[src/rtl/oqpsk_demod.sv]
// oqpsk_demod: integrate-and-dump OQPSK slicer with Q offset by half a symbol, feeding a 4-entry bit FIFO
module oqpsk_demod #(
   parameter int SPS = 16,
   parameter int DW  = 13
) (
   input  logic                 clk,
   input  logic                 rst,
   input  logic                 smp_valid,
   input  logic signed [DW-1:0] i_smp,
   input  logic signed [DW-1:0] q_smp,
   input  logic                 sync,
   output logic                 bit_data,
   output logic                 bit_valid,
   input  logic                 bit_ready,
   output logic                 locked,
   output logic                 overflow
);
   localparam int CW = $clog2(SPS);
   localparam int AW = DW + CW;
   localparam logic [CW-1:0] LAST = CW'(SPS - 1);
   localparam logic [CW-1:0] HALF = CW'(SPS / 2 - 1);
   typedef enum logic {IDLE, RUN} state_t;
   state_t state;
   logic [CW-1:0] cnt;
   logic signed [AW-1:0] acc_i, acc_q, sum_i, sum_q;
   logic q_skip, load, take, i_dump, q_dump, push, push_bit, pop, full, wr;
   logic [3:0] mem;
   logic [1:0] rd, wa;
   logic [2:0] fill;
   // a sync that starts a symbol loads fresh windows; sync at cnt=0 in RUN is an ordinary sample
   always_comb begin
      load = smp_valid & sync & (state == IDLE | cnt != '0);
      take = smp_valid & (state == RUN) & !load;
      sum_i = acc_i + AW'(i_smp);
      sum_q = acc_q + AW'(q_smp);
      i_dump = take & (cnt == LAST);
      q_dump = take & (cnt == HALF);
      push = i_dump | (q_dump & !q_skip);
      push_bit = i_dump ? !sum_i[AW-1] : !sum_q[AW-1];
      pop = bit_valid & bit_ready;
      full = fill[2];
      wr = push & (!full | pop);
      wa = rd + fill[1:0];
   end
   assign bit_data = mem[rd];
   assign bit_valid = fill != '0;
   always_ff @(posedge clk) begin
      if (rst) begin
         state <= IDLE;
         locked <= 1'b0;
         cnt <= '0;
         acc_i <= '0;
         acc_q <= '0;
         q_skip <= 1'b1;
      end else if (load) begin
         state <= RUN;
         locked <= 1'b1;
         cnt <= CW'(1);
         acc_i <= AW'(i_smp);
         acc_q <= AW'(q_smp);
         q_skip <= 1'b1;
      end else if (take) begin
         cnt <= (cnt == LAST) ? '0 : cnt + CW'(1);
         acc_i <= i_dump ? '0 : sum_i;
         acc_q <= q_dump ? '0 : sum_q;
         q_skip <= q_skip & !q_dump;
      end
   end
   // when full with a pop, the write slot equals the head being popped
   always_ff @(posedge clk) begin
      if (rst) begin
         mem <= '0;
         rd <= '0;
         fill <= '0;
         overflow <= 1'b0;
      end else begin
         if (wr) mem[wa] <= push_bit;
         if (pop) rd <= rd + 2'd1;
         fill <= fill + {2'b0, wr} - {2'b0, pop};
         if (push & full & !pop) overflow <= 1'b1;
      end
   end
endmodule

[config.mk]
export PLATFORM = sky130hd
export DESIGN_NAME = oqpsk_demod
export DESIGN_NICKNAME = d
export VERILOG_FILES = /design/src/rtl/oqpsk_demod.sv
export SDC_FILE = /design/constraint.sdc
export NUM_CORES = 1
export LEC_CHECK = 0
export BUFFER_PORTS_ARGS = -buffer_cell sky130_fd_sc_hd__buf_2
export CORE_MARGIN = 2
export CORE_UTILIZATION = 54
export CTS_CLUSTER_SIZE = 28
export DETAILED_ROUTE_END_ITERATION = 8
export PLACE_DENSITY_LB_ADDON = 0.1
export SLEW_MARGIN = 20
export SYNTH_ARGS = -nofsm -noshare
export SYNTH_HDL_FRONTEND = slang
export SYNTH_SLANG_ARGS = --single-unit
export TNS_END_PERCENT = 5
[constraint.sdc]
create_clock -name clk -period 2.2 [get_ports clk]
set_input_delay 0.11 -clock clk [delete_from_list [all_inputs] [get_ports clk]]
set_output_delay 0.11 -clock clk [all_outputs]
set_load 0.1 [all_outputs]
==> metrics.md <==
| Metric | Value |
|---|---|
| Worst Setup SP | `acc_q[13]` |
| Count of mapped cells out of synthesis | `440` |
| Pins over their slew limit | `0` |
| Synth warnings | `0` |
| CTS H-tree lvls | `2` |
| Min setup slack post-route | `-0.0937 ns` |
| Top-level port count | `35` |
| Most common cell after layout, fill and taps aside | `sky130_fd_sc_hd__nor2_1` |
| Number of flip-flops and latches in the synthesized netlist | `50` |
| Kind of launch point of the worst setup path | `flip-flop` |
| Number of buffers inserted by hold repair at cts | `0` |
| Mapped Avg Cell Area | `8.31 um2` |
| Static power due to leakage | `1.89 nW` |
| Initial antenna violation count | `0` |
| Commonest register cell after synthesis | `sky130_fd_sc_hd__dfxtp_1` |
| Total routing resource utilization after global routing | `24.1%` |
| Area fraction of the dominant cell type after synthesis | `27.4%` |
| First-pass GRT wire length | `14900 um` |
| Post-layout min period | `2.29 ns` |
| Area contributors post-synth | `sky130_fd_sc_hd__dfxtp_1 27%, sky130_fd_sc_hd__ha_1 13%, sky130_fd_sc_hd__a222oi_1 5.5%` |
| Number of distinct library cells after synthesis | `53` |
| Site row count | `29` |
| GRT overflow | `0` |
| Routability-driven placement congestion ratio | `0.838` |
| Number of optimization iterations in the first detailed-route pass | `6` |
| Worst Setup Path Type | `flip-flop to flip-flop` |
| Capture instance of the worst register-to-register path | `mem[2]` |
| First DRT Iteration DRCs | `192` |
| Rel. slew slack | `44.5%` |
| Mapped Nets | `511` |
| DRC | `0` |
| Number of fill cells in the layout | `563` |
| Routed WL | `8790 um` |
| Wire length per cell after detailed routing | `15.1 um` |
| Die X | `86.3 um` |
| Final Hold Viols | `0` |
| Detailed Place HPWL | `6200 um` |
| Setup repair after global routing missed its margin | `yes` |
| Path depth of the worst reg2reg path | `9` |
| Top cell type by total area after synthesis | `sky130_fd_sc_hd__dfxtp_1` |
| Multi-input logic area | `2680 um2` |
| Layout Cell Area excl Fill | `4450 um2` |
| Skew-Pair Late Insertion Delay | `0.32 ns` |
| CTS Root Cell | `sky130_fd_sc_hd__clkbuf_8` |
| Area of the core region | `6460 um2` |
| Status | `finished with violations` |
| DIE AREA | `7440 um2` |
| Maximum number of pins on one net before global-route repair | `49` |
| Initial core utilization | `56.6%` |
| Final worst path period share | `104%` |
| HP Class | `input port to flip-flop` |
| Maximum vdd drop | `483 uV` |
| Drt via density | `6.19` |
| Launch instance of the worst register-to-register path | `acc_q[13]` |
| Sequential share of the synthesized area | `27.4%` |
| Total of max-cap violations | `0` |
| Pin slew with the least headroom to its limit | `0.833 ns` |
| Clk slew on worst S/H paths | `0.11 ns` |
| Die height | `86.3 um` |
| Achievable Freq | `436 MHz` |
| Area taken by flip-flops and latches | `1010 um2` |
| Post-synth ARST share | `0%` |
| Num Clock Sinks | `50` |
| Largest fanout on the critical path | `4` |
| Clock tree from TritonCTS | `yes` |
| Required time worst endpoint | `2.40 ns` |
| Fraction of layout instances using a drive strength above 1 | `24.8%` |
| Most frequent cells in the layout | `53 x sky130_fd_sc_hd__nor2_1, 46 x sky130_fd_sc_hd__dfxtp_1, 41 x sky130_fd_sc_hd__buf_4, 34 x sky130_fd_sc_hd__ha_1, 34 x sky130_fd_sc_hd__buf_2` |
| Util after Layout | `68.9%` |
| Failing checks | `setup timing` |
| Total inserted antenna cells | `0` |
| Total power per unit cell area | `692 nW/um2` |
| Worst Clk Skew | `0.00934 ns` |
| Number of buffers added on ports | `34` |
| Crit path to | `mem[2]` |
| Setup violations, final | `7` |
| Area growth from synthesis to final layout | `21.8%` |
| Maximum buffer depth of the clock tree | `2` |
| Cell area after synthesis | `3650 um2` |
| Vias after detailed routing | `3602` |
| Number of synthesized flops with an enable pin | `0` |
| Via count of the first global-routing pass | `3364` |
| Worst setup EP type | `flip-flop` |
| Number of nets at the end of the flow | `575` |
| Total power draw | `3.08 mW` |
| Placed inst area | `4220 um2` |
| Setup slack of the most critical reg-to-reg path | `-0.09 ns` |
| Number of routed nets with antenna violations | `0` |
| Worst Path Arrival | `2.49 ns` |
| Num CTS Buffers | `5` |
-- logic make-up after synthesis --
group                    count (synthesis)  share of synthesized area (%)
AO/OA/AOI/OAI                          146                           27.9
XOR/XNOR                                31                           7.43
adder cells (fa/ha/maj)                 40                           14.3
buffers and inverters                   34                           3.49
flip-flops                              50                           27.4
multiplexers                             6                           1.99
AND/OR/NAND/NOR                        133                           17.5
-- critical path: stages (launching register included) --
cell	delay, ns
sky130_fd_sc_hd__dfxtp_1	0.34
sky130_fd_sc_hd__ha_1	0.29
sky130_fd_sc_hd__a21o_1	0.21
sky130_fd_sc_hd__a211o_1	0.30
sky130_fd_sc_hd__a2111o_1	0.35
sky130_fd_sc_hd__a21oi_1	0.13
sky130_fd_sc_hd__nor3b_1	0.07
sky130_fd_sc_hd__buf_4	0.14
sky130_fd_sc_hd__a22oi_2	0.23
sky130_fd_sc_hd__mux2i_1	0.12
-- metal layers --
layer / track usage, % / share of wire [%]
met3: 3.24 / 4.6
met4: 5.82 / 1.0
met1: 33.3 / 49
met5: 0 / 0
met2: 40.2 / 46
-- sequential cells by signal, summed over array words and instances, names as in the netlist --
register	flops
acc_i	17
state	1
fill	3
acc_q	17
overflow	1
q_skip	1
mem	4
rd	2
cnt	4
-- area by class of cell --
cell class | count | share of cell area (%)
inverter | 16 | 1.35
timing repair buffer | 75 | 10.7
sequential | 50 | 22.6
clock buffer | 6 | 2.11
tap | 77 | 2.16
multi-input combinational | 356 | 60.1
clock inverter | 2 | 0.871
-- per-stage QoR --
step                      worst slack, ns  instances  TNS, ns  hold slack, ns
after floorplan                   -0.0764        440   -0.452           0.249
after global placement             -0.174        574    -1.20           0.384
after detailed placement           -0.264        574    -1.95           0.398
after CTS                          -0.123        582   -0.722          0.0676
after global routing               -0.246        582    -2.40          0.0867
final                             -0.0937        582   -0.498          0.0590
-- worst min path at each step --
| stage | from | to | slack, ns | cells past startpoint |
|---|---|---|---|---|
| after floorplan | smp_valid | state | 0.25 | 2 |
| after global placement | q_smp[0] | acc_q[0] | 0.38 | 3 |
| after detailed placement | i_smp[6] | acc_i[6] | 0.40 | 3 |
| after CTS | i_smp[6] | acc_i[6] | 0.07 | 3 |
| after global routing | i_smp[4] | acc_i[4] | 0.09 | 3 |
| final | i_smp[6] | acc_i[6] | 0.06 | 3 |
-- repair_timing --
item,in CTS,in global routing
pin swaps,12,3
setup buffers,0,0
cloned,0,0
setup endpoints to repair,15,21
resized for setup,12,14
-- report_power, final --
group          total (mW)  leakage, nW  switching [mW]  internal, mW
Sequential           1.06        0.410          0.0673         0.995
Clock               0.768       0.0665           0.357         0.411
Combinational        1.25         1.42           0.702         0.548
-- cells in the mapped netlist (all sizes together) (2+ instances only) --
library cell	count
nand3	7
mux2i	5
a211oi	5
nor4b	2
o21a	5
a222oi	20
nand2b	7
nand2	27
o22ai	7
nor4	3
dfxtp	50
or4	3
a22oi	8
xnor2	21
a21o	7
o21bai	4
and3	4
ha	37
a211o	2
or3	2
nor2b	8
xor2	10
fa	3
a21oi	33
nor2	53
a31o	3
o2111ai	2
a221oi	4
nand4	2
clkbuf	18
o21ai	26
inv	16
nor3	6
a31oi	5
and2	2
or4b	2
nor3b	3
o211ai	6
Power figures use the tool's default switching activity.
